--- src/rtl/ram_arbiter_if.sv ---
// Shared types and the bundled requester/RAM signal set for ram_arbiter.
// The arbiter connects through the slave modport; the requesters and RAM side use master.
package ram_arbiter_pkg;
  typedef enum logic [1:0] {
    RAM_IDLE = 2'd0,
    RAM_WAIT = 2'd1,
    RAM_DONE = 2'd2
  } ram_state_t;
endpackage

interface ram_arbiter_if
  import ram_arbiter_pkg::*;
#(
  parameter int ADDR_W = 32,
  parameter int DATA_W = 32
);
  logic              i_ren;
  logic [ADDR_W-1:0] i_addr;
  logic [DATA_W-1:0] i_load;
  logic              i_done;

  logic              d_ren;
  logic [3:0]        d_wen;
  logic [ADDR_W-1:0] d_addr;
  logic [DATA_W-1:0] d_store;
  logic [DATA_W-1:0] d_load;
  logic              d_done;

  logic              ram_ren;
  logic [3:0]        ram_wen;
  logic [ADDR_W-1:0] ram_addr;
  logic [DATA_W-1:0] ram_store;
  logic [DATA_W-1:0] ram_load;
  ram_state_t        ram_state;

  modport slave (
    input  i_ren, i_addr, d_ren, d_wen, d_addr, d_store, ram_load, ram_state,
    output i_load, i_done, d_load, d_done, ram_ren, ram_wen, ram_addr, ram_store
  );

  modport master (
    output i_ren, i_addr, d_ren, d_wen, d_addr, d_store, ram_load, ram_state,
    input  i_load, i_done, d_load, d_done, ram_ren, ram_wen, ram_addr, ram_store
  );
endinterface

--- src/rtl/ram_arbiter.sv ---
// Two-requester arbiter for the single-port block RAM: fetch vs. data memory.
// Grants alternate under contention; done/load are steered back to the winner.
module ram_arbiter
  import ram_arbiter_pkg::*;
#(
  parameter int ADDR_W = 32,
  parameter int DATA_W = 32
) (
  input  logic           clk,
  input  logic           nrst,
  ram_arbiter_if.slave   bus
);

  typedef enum logic [1:0] {
    ARB_IDLE,
    ARB_IGNT,
    ARB_DGNT
  } arb_state_t;

  typedef enum logic {
    INSTR = 1'b0,
    DATA  = 1'b1
  } grant_t;

  arb_state_t state, state_nxt;
  grant_t     last_grant, last_grant_nxt;

  logic              i_pend;
  logic              d_pend;
  logic              ram_done;

  logic              ram_ren;
  logic [3:0]        ram_wen;
  logic [ADDR_W-1:0] ram_addr;
  logic [DATA_W-1:0] ram_store;
  logic [DATA_W-1:0] i_load;
  logic [DATA_W-1:0] d_load;
  logic              i_done;
  logic              d_done;

  assign i_pend   = bus.i_ren;
  assign d_pend   = bus.d_ren | (|bus.d_wen);
  assign ram_done = (bus.ram_state == RAM_DONE);

  // NOTE: registers use non-blocking assignments so every flop samples pre-edge values.
  always_ff @(posedge clk or negedge nrst) begin
    if (!nrst) begin
      state      <= ARB_IDLE;
      last_grant <= INSTR;
    end else begin
      state      <= state_nxt;
      last_grant <= last_grant_nxt;
    end
  end

  always_comb begin
    // NOTE: every signal driven here is defaulted first, so no branch can infer a latch.
    state_nxt      = state;
    last_grant_nxt = last_grant;
    ram_ren        = 1'b0;
    ram_wen        = '0;
    ram_addr       = '0;
    ram_store      = '0;
    i_done         = 1'b0;
    i_load         = '0;
    d_done         = 1'b0;
    d_load         = '0;

    case (state)
      ARB_IDLE: begin
        // A tie goes to whoever was not served last.
        if (i_pend && d_pend) state_nxt = (last_grant == INSTR) ? ARB_DGNT : ARB_IGNT;
        else if (i_pend)      state_nxt = ARB_IGNT;
        else if (d_pend)      state_nxt = ARB_DGNT;
      end

      ARB_IGNT: begin
        if (!i_pend) begin
          state_nxt = ARB_IDLE;
        end else begin
          ram_ren  = bus.i_ren;
          ram_addr = bus.i_addr;
          if (ram_done) begin
            i_done         = 1'b1;
            i_load         = bus.ram_load;
            last_grant_nxt = INSTR;
            state_nxt      = d_pend ? ARB_DGNT : ARB_IDLE;
          end
        end
      end

      ARB_DGNT: begin
        if (!d_pend) begin
          state_nxt = ARB_IDLE;
        end else begin
          // Any byte enable turns the access into a write, even with d_ren set.
          ram_ren   = bus.d_ren & ~(|bus.d_wen);
          ram_wen   = bus.d_wen;
          ram_addr  = bus.d_addr;
          ram_store = bus.d_store;
          if (ram_done) begin
            d_done         = 1'b1;
            d_load         = bus.ram_load;
            last_grant_nxt = DATA;
            state_nxt      = i_pend ? ARB_IGNT : ARB_IDLE;
          end
        end
      end

      default: state_nxt = ARB_IDLE;
    endcase
  end

  assign bus.ram_ren   = ram_ren;
  assign bus.ram_wen   = ram_wen;
  assign bus.ram_addr  = ram_addr;
  assign bus.ram_store = ram_store;
  assign bus.i_done    = i_done;
  assign bus.i_load    = i_load;
  assign bus.d_done    = d_done;
  assign bus.d_load    = d_load;

endmodule

--- src/flat_wrapper.sv ---
// flat-port wrapper written by rule: the top's interface ports become plain ports
module ram_arbiter_flat import ram_arbiter_pkg::*;
#(
  parameter int ADDR_W = 32,
  parameter int DATA_W = 32
)
  (clk, nrst, bus_i_ren, bus_i_addr, bus_d_ren, bus_d_wen, bus_d_addr, bus_d_store, bus_ram_load, bus_ram_state, bus_i_load, bus_i_done, bus_d_load, bus_d_done, bus_ram_ren, bus_ram_wen, bus_ram_addr, bus_ram_store);
  ram_arbiter_if #(.ADDR_W(ADDR_W), .DATA_W(DATA_W)) bus_i ();
  input  logic clk;
  input  logic nrst;
  input wire logic [$bits(bus_i.i_ren)-1:0] bus_i_ren;
  input wire logic [$bits(bus_i.i_addr)-1:0] bus_i_addr;
  input wire logic [$bits(bus_i.d_ren)-1:0] bus_d_ren;
  input wire logic [$bits(bus_i.d_wen)-1:0] bus_d_wen;
  input wire logic [$bits(bus_i.d_addr)-1:0] bus_d_addr;
  input wire logic [$bits(bus_i.d_store)-1:0] bus_d_store;
  input wire logic [$bits(bus_i.ram_load)-1:0] bus_ram_load;
  input wire logic [$bits(bus_i.ram_state)-1:0] bus_ram_state;
  output wire logic [$bits(bus_i.i_load)-1:0] bus_i_load;
  output wire logic [$bits(bus_i.i_done)-1:0] bus_i_done;
  output wire logic [$bits(bus_i.d_load)-1:0] bus_d_load;
  output wire logic [$bits(bus_i.d_done)-1:0] bus_d_done;
  output wire logic [$bits(bus_i.ram_ren)-1:0] bus_ram_ren;
  output wire logic [$bits(bus_i.ram_wen)-1:0] bus_ram_wen;
  output wire logic [$bits(bus_i.ram_addr)-1:0] bus_ram_addr;
  output wire logic [$bits(bus_i.ram_store)-1:0] bus_ram_store;
  assign bus_i.i_ren = bus_i_ren;
  assign bus_i.i_addr = bus_i_addr;
  assign bus_i.d_ren = bus_d_ren;
  assign bus_i.d_wen = bus_d_wen;
  assign bus_i.d_addr = bus_d_addr;
  assign bus_i.d_store = bus_d_store;
  assign bus_i.ram_load = bus_ram_load;
  assign bus_i.ram_state = bus_ram_state;
  assign bus_i_load = bus_i.i_load;
  assign bus_i_done = bus_i.i_done;
  assign bus_d_load = bus_i.d_load;
  assign bus_d_done = bus_i.d_done;
  assign bus_ram_ren = bus_i.ram_ren;
  assign bus_ram_wen = bus_i.ram_wen;
  assign bus_ram_addr = bus_i.ram_addr;
  assign bus_ram_store = bus_i.ram_store;
  ram_arbiter #(.ADDR_W(ADDR_W), .DATA_W(DATA_W)) u_core (.clk(clk), .nrst(nrst), .bus(bus_i));
endmodule
--- config.mk ---
export PLATFORM = sky130hd
export DESIGN_NAME = ram_arbiter_flat
export DESIGN_NICKNAME = d
export VERILOG_FILES = /design/src/rtl/ram_arbiter_if.sv /design/src/rtl/ram_arbiter.sv /design/src/flat_wrapper.sv
export SDC_FILE = /design/constraint.sdc
export NUM_CORES = 1
export LEC_CHECK = 0
export ABC_AREA = 1
export CORE_AREA = 2 2 106 108
export DETAILED_ROUTE_END_ITERATION = 10
export DIE_AREA = 0 0 108 110
export GPL_TIMING_DRIVEN = 1
export SLEW_MARGIN = 0
export SYNTH_ARGS = -nofsm -noshare
export SYNTH_HDL_FRONTEND = slang
export SYNTH_SLANG_ARGS = --single-unit
--- constraint.sdc ---
create_clock -name clk -period 4 [get_ports clk]
set_input_delay 0.6 -clock clk [delete_from_list [all_inputs] [get_ports clk]]
set_output_delay 0.6 -clock clk [all_outputs]
set_load 0.02 [all_outputs]
==> flow_summary.json <==
{
  "cp_common_cell": "clkdlybuf4s50_1",
  "skew_ps": 1.64,
  "die_h_um": 110,
  "cts_buffers": 3,
  "post_cts_buffers": 0,
  "yosysWarnings": 0,
  "clk_latency_ps": 220,
  "status": "finished, final reports clean",
  "cp_data_arrival_time_ps": 2740,
  "clock_sinks": 3,
  "fmax_mhz": 299,
  "ys_ff_latch": 3,
  "drc": 0,
  "syn_inst": 343,
  "syn_area_um2": 1590,
  "power_frac_comb": 0.907,
  "power_uw": 1560,
  "switchingPower_uw": 832,
  "totalWireLength_um": 8980,
  "p_int_uw": 728,
  "track_usage": 0.132,
  "fill_cells": 1131,
  "mostFrequentLayoutCells": "272 x clkdlybuf4s50_1, 88 x nand2_1, 81 x nor2_1",
  "relSlewSlack": 0.626,
  "synthToLayoutAreaGrowth_pct": 178,
  "ir_drop_v": 0.000197,
  "cp_data_required_time_ps": 3400,
  "holdBufCountCts": 0,
  "io_buffers": 272,
  "seq_area_frac_synth": 0.0472,
  "cts_tree": "built",
  "startpoint_type": "input port",
  "setup-tns-final_ps": 0,
  "seqCellArea_um2": 75.1,
  "drive_gt1_frac": 0.0580,
  "worst-path-max-fanout": 32,
  "grt_pass1_wl_um": 12700,
  "synth_cell_types": 19,
  "crit_family": "buffers and inverters",
  "ant_nets": 0,
  "via_count": 2899,
  "crit_type": "in2out",
  "antenna_found_initial": 0,
  "root_buffer": "clkbuf_8",
  "power.static_leakage_uw": 0.00194,
  "drtIter0Drc": 140,
  "viasPerCell": 3.90,
  "end_kind": "output port",
  "period_share": 0.835,
  "pwr-share-clk": 0.057,
  "power_frac_seq": 0.036,
  "die_w_um": 108,
  "clockBufferDepth": 2,
  "grt_max_degree": 34,
  "drv_cap": 0,
  "hpwlAfterDp_um": 7520,
  "fin_nets": 746,
  "start_util": 0.149,
  "tightestPinTransition_ps": 560,
  "syn_nets": 485,
  "n_antenna_cell": 0,
  "path_buf_inv": 3,
  "hp-class": "in2async",
  "coreArea_um2": 10700,
  "slowest_delay_ps": 640,
  "row_count": 38,
  "path_clk_slew_ps": 30,
  "wl_per_cell_um": 12.1,
  "critical_path.cell_chain": "clkdlybuf4s50_1 > nor2_2 > nand3_4 > nand2_4 > inv_2 > nand2_1 > a21oi_1 > clkdlybuf4s50_1",
  "final_common_cell": "clkdlybuf4s50_1",
  "power.density_nw_per_um2": 353,
  "gp_congestion": 0.777,
  "finalHoldViolations": 0,
  "die-area_um2": 11900,
  "rsz0062_at_grt": "false",
  "htreeDepth": 1,
  "drt_first_pass_iters": 4,
  "period_minus_slack_ps": 3340,
  "crit_slowest_cell": "clkdlybuf4s50_1",
  "switching_share": 0.534,
  "grt_overflow": 0,
  "final-setup-viol-count": 0,
  "multi_input_area_um2": 1070,
  "synth.avg_cell_area_um2": 4.63,
  "ctsResizeCount": 0,
  "slew_violations": 0,
  "rrSetupSlack_ps": 2190,
  "pin_count": 273,
  "grt_pass1_vias": 2604
}
==> cell families (layout without fill, tap and decap cells) <==
kind of cell | Yosys count | in the layout | share of synthesized area
and+or+nand+nor | 201 | 201 | 0.535
DFF | 3 | 3 | 0.0472
AOI/OAI and AO/OA | 34 | 34 | 0.107
adders and majority gates | 4 | 4 | 0.0315
buffers and inverters | 101 | 361 | 0.279
==> power by group through the flow <==
stage                     Clock (uW)  Sequential [uW]  Combinational [uW]
final                           89.0             55.8                1410
after global routing            95.2             57.3                1530
after CTS                       92.7             55.6                1430
after detailed placement           0             56.0                1430
after global placement             0             54.9                1420
after floorplan                    0             53.5                 784
==> metrics by stage <==
step	setup WS (ps)	util	instance area [um2]	hold WS, ps	cells
floorplan	1870	-	1590	304	343
global placement	672	0.409	4380	524	739
detailed placement	605	0.409	4380	542	739
CTS	600	0.413	4420	549	743
global route	473	0.413	4420	567	743
finish	659	0.413	4420	556	743
==> synth_stat cells (all sizes together) <==
cell type | number | area share
clkinv | 1 | 0.0024
nand3 | 5 | 0.024
dfrtp | 3 | 0.047
ha | 4 | 0.031
buf | 13 | 0.069
nand2 | 89 | 0.21
inv | 81 | 0.19
clkbuf | 6 | 0.014
nor2 | 105 | 0.29
a21oi | 34 | 0.11
nand4 | 2 | 0.0079
==> sequential cells by signal, summed over array words and instances, names as in the netlist <==
| signal | flops |
|---|---|
| u_core.last_grant | 1 |
| u_core.state | 2 |
==> metal layers <==
metal,GRT usage,vias up,routed length [um]
met2,0.268,151,4770
met3,0.0329,4,969
met5,0,-,0
met1,0.136,1250,3200
met4,0.0284,0,40
li1,-,1494,-
==> worst register-to-register path: cells and delay by family, from the launching register on <==
kind / cells / cell delay [ps]
AND/OR/NAND/NOR: 6 / 570
flip-flops: 1 / 400
adder cells (fa/ha/maj): 1 / 220
buffers and inverters: 2 / 510
==> area by class of cell <==
cell class / count / area share
inverters: 82 / 0.0702
multi-input cells: 239 / 0.242
flip-flops and latches: 3 / 0.0170
well taps: 140 / 0.0396
repair buffers: 275 / 0.621
clock buffers: 4 / 0.0102
==> worst paths after layout <==
kind	cells past startpoint	start	to
max in group asynchronous	1	nrst	u_core.state[1]$_DFFE_PN0P_
max reg2reg	9	u_core.state[1]$_DFFE_PN0P_	u_core.state[1]$_DFFE_PN0P_
min reg2reg	2	u_core.state[1]$_DFFE_PN0P_	u_core.state[1]$_DFFE_PN0P_
min in group clk	2	u_core.state[1]$_DFFE_PN0P_	u_core.state[1]$_DFFE_PN0P_
min	1	nrst	u_core.state[0]$_DFFE_PN0P_
max	8	bus_d_wen[3]	bus_ram_addr[18]
No activity file was read; power rests on OpenSTA's default activity.
